==> src/rtl/reset_sequencer.sv <==
// Reset sequencer for the PLL clock domain: waits for a stable PLL lock, then releases
// the peripheral reset followed by the J1 core reset, and counts lock losses seen in RUN.
module reset_sequencer #(
  parameter int SYNC_STAGES    = 2,
  parameter int STABLE_CYCLES  = 4200,
  parameter int STAGGER_CYCLES = 16,
  parameter int HOLD_CYCLES    = 8,
  parameter int LOSS_CNT_WIDTH = 4
) (
  input  logic                      clk,
  input  logic                      reset,
  input  logic                      pllLocked,
  input  logic                      resetReq,
  output logic                      periphReset,
  output logic                      coreReset,
  output logic                      isReady,
  output logic [LOSS_CNT_WIDTH-1:0] lockLossCount
);

  localparam int MaxAB     = (STABLE_CYCLES > STAGGER_CYCLES) ? STABLE_CYCLES : STAGGER_CYCLES;
  localparam int MaxCycles = (MaxAB > HOLD_CYCLES) ? MaxAB : HOLD_CYCLES;
  localparam int CntWidth  = (MaxCycles > 1) ? $clog2(MaxCycles) : 1;

  localparam logic [CntWidth-1:0] StableLast  = CntWidth'(STABLE_CYCLES - 1);
  localparam logic [CntWidth-1:0] StaggerLast = CntWidth'(STAGGER_CYCLES - 1);
  localparam logic [CntWidth-1:0] HoldLast    = CntWidth'(HOLD_CYCLES - 1);

  typedef enum logic [2:0] {
    WaitLock,
    Stabilize,
    ReleasePeriph,
    Run,
    Hold
  } stateT;

  stateT                     stateQ;
  logic [CntWidth-1:0]       cntQ;
  logic [SYNC_STAGES-1:0]    syncQ;
  logic [SYNC_STAGES-1:0]    syncD;
  logic                      periphResetQ;
  logic                      coreResetQ;
  logic                      isReadyQ;
  logic [LOSS_CNT_WIDTH-1:0] lossCntQ;
  logic [LOSS_CNT_WIDTH-1:0] lossCntD;
  logic                      lockSync;

  assign syncD    = {syncQ[SYNC_STAGES-2:0], pllLocked};
  assign lockSync = syncQ[SYNC_STAGES-1];
  assign lossCntD = (&lossCntQ) ? lossCntQ : lossCntQ + 1'b1;

  // pllLocked is asynchronous to clk, so it only enters the FSM through this chain.
  always_ff @(posedge clk) begin
    if (reset) begin
      syncQ <= '0;
    end else begin
      syncQ <= syncD;
    end
  end

  always_ff @(posedge clk) begin
    if (reset) begin
      stateQ       <= WaitLock;
      cntQ         <= '0;
      periphResetQ <= 1'b1;
      coreResetQ   <= 1'b1;
      isReadyQ     <= 1'b0;
      lossCntQ     <= '0;
    end else begin
      // A loss in RUN is counted even when a simultaneous resetReq steers us to HOLD.
      if (stateQ == Run && !lockSync) begin
        lossCntQ <= lossCntD;
      end
      if (resetReq) begin
        stateQ       <= Hold;
        cntQ         <= '0;
        periphResetQ <= 1'b1;
        coreResetQ   <= 1'b1;
        isReadyQ     <= 1'b0;
      end else begin
        case (stateQ)
          WaitLock: begin
            periphResetQ <= 1'b1;
            coreResetQ   <= 1'b1;
            isReadyQ     <= 1'b0;
            if (lockSync) begin
              stateQ <= Stabilize;
              cntQ   <= '0;
            end
          end
          Stabilize: begin
            if (!lockSync) begin
              stateQ <= WaitLock;
            end else if (cntQ == StableLast) begin
              stateQ       <= ReleasePeriph;
              periphResetQ <= 1'b0;
              cntQ         <= '0;
            end else begin
              cntQ <= cntQ + 1'b1;
            end
          end
          ReleasePeriph: begin
            if (!lockSync) begin
              stateQ       <= WaitLock;
              periphResetQ <= 1'b1;
            end else if (cntQ == StaggerLast) begin
              stateQ     <= Run;
              coreResetQ <= 1'b0;
              isReadyQ   <= 1'b1;
            end else begin
              cntQ <= cntQ + 1'b1;
            end
          end
          Run: begin
            if (!lockSync) begin
              stateQ       <= WaitLock;
              periphResetQ <= 1'b1;
              coreResetQ   <= 1'b1;
              isReadyQ     <= 1'b0;
            end
          end
          Hold: begin
            if (cntQ == HoldLast) begin
              stateQ <= WaitLock;
            end else begin
              cntQ <= cntQ + 1'b1;
            end
          end
          default: begin
            stateQ <= WaitLock;
          end
        endcase
      end
    end
  end

  assign periphReset   = periphResetQ;
  assign coreReset     = coreResetQ;
  assign isReady       = isReadyQ;
  assign lockLossCount = lossCntQ;

endmodule

==> config.mk <==
export PLATFORM = sky130hd
export DESIGN_NAME = reset_sequencer
export DESIGN_NICKNAME = d
export VERILOG_FILES = /design/src/rtl/reset_sequencer.sv
export SDC_FILE = /design/constraint.sdc
export NUM_CORES = 1
export LEC_CHECK = 0
export BUFFER_PORTS_ARGS = -buffer_cell sky130_fd_sc_hd__buf_2
export CORE_UTILIZATION = 55
export DETAILED_ROUTE_END_ITERATION = 7
export GPL_TIMING_DRIVEN = 0
export PLACE_DENSITY = 0.74
export RECOVER_POWER = 100
export SYNTH_ARGS = -nofsm -noshare
export SYNTH_HDL_FRONTEND = slang
export SYNTH_SLANG_ARGS = --single-unit
==> constraint.sdc <==
create_clock -name clk -period 3.9 [get_ports clk]
set_clock_uncertainty 0.05 [all_clocks]
set_input_delay 0.78 -clock clk [delete_from_list [all_inputs] [get_ports clk]]
set_output_delay 0.78 -clock clk [all_outputs]
set_load 0.02 [all_outputs]
Word-level counts from Yosys, hierarchy flattened --
Cells that the tools add are included.
Word-level totals: bits of input ports 4, register bits after elaboration 25, logic and storage cells 77
Cells by class: muxes and demuxes 27, reduce and logical (&&, ||, !) cells 15, equal/unequal tests 24, $add $sub $neg 2, bitwise gates (word level) 1
Operator list (count):
- two-way mux 13 bit | 6
- one-hot mux 13 bit (4 select lines) | 1
- two-way mux 3 bit | 8
- inequality test 2 bit, second input constant | 10
- inequality test 3 bit, second input constant | 5
- one-hot mux 3 bit (5 select lines) | 1
- adder 13 x 1 -> 13 bit, second input constant | 1
- == test 13 bit, second input constant | 1
- == test 13 x 3 -> 1 bit, second input constant | 1
- == test 13 x 4 -> 1 bit, second input constant | 1
- AND reduction 4 bit | 3
- AND reduction 5 bit | 2
- one-hot mux 1 bit (3 select lines) | 3
- two-way mux 1 bit | 8
- inequality test 4 bit, second input constant | 2
- == test 3 x 2 -> 1 bit, second input constant | 2
- AND reduction 6 bit | 1
- nonzero test 3 bit | 2
- adder 4 x 1 -> 4 bit, second input constant | 1
- nonzero test 4 bit | 1
- OR reduction 2 bit | 2
- == test 3 x 1 -> 1 bit, second input constant | 1
- == test 3 bit, second input constant | 1
- logical NOT 3 bit | 1
- other kinds (4) | 4

Longest topological paths before layout --
word-level depth 5, depth in mapped cells 7, mapped depth without buffers 6

Worst setup path before layout --
No wires, ideal clock.
path type flip-flop to flip-flop, start register cntQ[8], end register cntQ[0], path slack 1.778 ns, data required time 3.725 ns, cell stages (with the launch flop) 7, library setup time 0.125 ns, data arrival time 1.947 ns, path buffers 1, cell sequence dfxtp_1 -> or4_4 -> or4_4 -> a31oi_4 -> buf_6 -> or3_2 -> a21oi_2
On the way: cells in the longest elaborated chain, start to end 4, elaborated cells between the ends (all ways) 9, classes of those cells eq/ne: 5; mux: 3; reduce/logical: 1
RTL lines:
- start, declared | RTL line 37 | logic [CntWidth-1:0] cntQ;
- start signal, assigned | RTL line 98 | cntQ <= cntQ + 1'b1;
- start signal, assigned | RTL line 110 | cntQ <= cntQ + 1'b1;
- start signal, assigned | RTL line 125 | cntQ <= cntQ + 1'b1;
- == test 13 bit | RTL line 93 | end else if (cntQ == StableLast) begin
- two-way mux 13 bit | RTL line 93
- two-way mux 13 bit | RTL line 91 | if (!lockSync) begin
- one-hot mux 13 bit (4 select lines) | RTL line 80 | case (stateQ)
Several ways; a longest one is shown, not always the timed one. The select of a mux whose other input is x is not followed. A chain may end at the register's enable or synchronous reset.

Final worst setup path --
start register cntQ[8], end register cntQ[8]
On the way: cells in the longest elaborated chain, start to end 4, elaborated cells between the ends (all ways) 13, classes of those cells add/sub: 1; eq/ne: 5; mux: 6; reduce/logical: 1
RTL lines (RTL line):
- adder 13 x 1 -> 13 bit or == test 13 bit (tied branches)
- two-way mux 13 bit (on tied branches) | 105, 93
- two-way mux 13 bit (on tied branches) | 102, 91
- one-hot mux 13 bit (4 select lines) | 80
Several ways; a longest one is shown, not always the timed one. The select of a mux whose other input is x is not followed.

==> reports/metrics.csv <==
metric,value,unit
drc,0,
drive_above_1_share,18.6,%
vias,1179,
synth_edf_count,0,
syn_to_final_growth,4.58,%
antenna_found_initial,0,
cts_root_buf,clkbuf_4,
drv_cap,0,
fmax,346,MHz
synthAdderAreaFrac,1.91,%
critPathArrivalTime,3.11,ns
critPathTopFamily,simple AND/OR/NAND/NOR gates,
dp_cells,185,
grt_usage,25.8,%
routed_wl,2780,µm
fin_crit,2.89,ns
slew_viol_final,0,
tightest_slew,0.547,ns
die_height,50.9,µm
clk-insertion-delay-late,0.33,ns
synth_seq_cells,25,
critPathLaunchType,flip-flop,
grt_pass1_wl,4950,µm
clk_pin_slew,0.15,ns
path_class,reg -> reg,
netlist_area,1310,µm²
slowest_stage,or4_1,
synthSimpleGateAreaFrac,32.7,%
start_util,58.8,%
finalNetCount,168,
synth_fp_nets,153,
ys.flop_type,dfxtp_1,
worst_ep_required_time,4.12,ns
clk_path_buf_depth,2,
htreeDepth,1,
synth_warnings,0,
rows,17,
stdcell_count,189,
die_width,50.9,µm
syn_inst,147,
synth_top_area_cell,dfxtp_1,
synthDistinctLibCells,39,
core,2230,µm²
crit_top_cell,or4_1,
place.gp.congestion,0.882,
cts_inserted_buffers,3,
ioPinCount,11,
setup_tns,0,ns
synth_top_family_by_area,simple AND/OR/NAND/NOR gates,
ant_nets,0,
synth_xor_area_share,2.00,%
die-area,2590,µm²
postCtsHoldBufs,0,
powerDensity,296,nW/µm²
post-dp-hpwl,2010,µm
syn_avg_cell_area,8.93,µm²
min_period_over_period,74.0,%
yosysSeqAreaShare,38.1,%
timing.slew.headroom,63.4,%
via_per_inst,6.24,
globalRouteOverflowTotal,0,
leakagePower,0.407,nW
synth_area_leaders,"dfxtp_1 38%, a21oi_2 6.7%, or3_2 4.0%",
grt_pass1_vias,1113,
cts_sinks,25,
rsz0062_at_grt,false,
end_kind,flip-flop,
synth-compound-area-share,21.3,%
cts_resized,0,
slowest_delay,0.61,ns
drt_iter0_markers,37,
synth_async_sr_flop_share,0,%
pre_cts_ws,1.63,ns
fin_ws,1.01,ns
worstPathCellList,or4_1 > or4_1 > a31oi_1 > clkbuf_1 > o21ai_0 > a21oi_2,
post_drt_wl_per_cell,14.7,µm
grt_start_max_net_pins,16,
status,finished clean,
cts_tree,done,
io_buffers,10,
synth_mux_area_share,0.763,%
irDropWorstVdd,0.228,mV
setup_viol,0,
finalHoldViolations,0,
drtPass1Iterations,4,
postCtsSetupBuffers,0,
yosysTopAreaCellShare,38.1,%
hold_path_class,reg -> reg,
path_buf_inv,1,
diodes,0,
crit_fanout,10,
[routing by layer]
metal  vias up  share of wire, %  track usage [%]
met5         -                 0                0
met4         0               1.7             13.0
met3         4               2.8             3.57
met2        20                47             40.0
met1       568                48             35.0
li1        587                 -                -
[final cells by class]
type                       instances  area [µm²]
buffer                             7        27.5
clock buffer                       3        22.5
clock inverter                     1        7.51
fill                             213         861
multi-input combinational        115         739
sequential                        25         500
tap                               28        35.0
timing repair buffer              10        40.0
[path summary, 6_finish.rpt]
kind / startpoint / endpoint / slack (ns) / depth (start not counted)
worst max-delay path: cntQ[8] / cntQ[8] / 1.01 / 6
worst min-delay path: syncQ[0] / syncQ[1] / 0.42 / 1
worst max register to register: cntQ[8] / cntQ[8] / 1.01 / 6
worst min register to register: syncQ[0] / syncQ[1] / 0.42 / 1
[worst reg2reg max path, stage by stage (launching register included)]
cell and delay [ns]:
dfxtp_1 0.37, or4_1 0.61, or4_1 0.58, a31oi_1 0.50
clkbuf_1 0.40, o21ai_0 0.19, a21oi_2 0.13
[flip-flops by register name (all words and copies together), names as in the netlist]
register	cells
cntQ	13
coreReset	1
isReady	1
lockLossCount	4
periphReset	1
stateQ	3
syncQ	2
[power by group]
| group | switching, mW | leakage, nW | internal (mW) |
|---|---|---|---|
| logic | 0.0163 | 0.191 | 0.00705 |
| clock network | 0.0830 | 0.0139 | 0.0393 |
| registers | 0.00255 | 0.202 | 0.258 |
| total | 0.102 | 0.407 | 0.304 |
[cells by family after synthesis]
group | count (synthesis)
buffers and inverters | 7
muxes | 1
AOI/OAI and AO/OA | 39
adders and majority gates | 2
DFF | 25
and+or+nand+nor | 70
xor gates and xnor gates | 3
[per-stage QoR]
stage,hold slack (ns),util (%),instance area [µm²],power (mW)
6_report,0.424,61.5,1370,0.406
5_1_grt,0.445,61.5,1370,0.423
4_1_cts,0.431,63.9,1430,0.415
3_5_place_dp,0.408,62.6,1400,0.294
3_3_place_gp,0.369,62.6,1400,0.294
2_1_floorplan,0.364,-,1310,0.286
[cell usage in the layout (no fill, tap or decap), types with 2 or more instances in the layout]
cell      count
dfxtp_1      25
clkbuf_1     14
nor2_1       10
a21oi_1      10
nand2_1      10
a21oi_2       8
nand2b_1      7
or3_2         7
o21ai_0       6
nand3_1       5
o31ai_1       5
nor4_1        4
nand4_1       4
or4_2         4
or4_1         3
buf_2         3
o21ai_1       3
nor2b_1       3
nor3_1        3
clkbuf_4      3
a31oi_1       2
and4b_1       2
or3b_2        2
o41ai_1       2
xor2_1        2
ha_1          2
[synthesized netlist by cell type, types with 5 or more instances]
master / count
nor2_1: 10
a21oi_2: 10
nand3_1: 5
o31ai_1: 5
a21oi_1: 8
nand2_1: 10
o21ai_1: 7
nand2b_1: 7
or3_2: 7
dfxtp_1: 25
(Power assumes the default switching activity.)
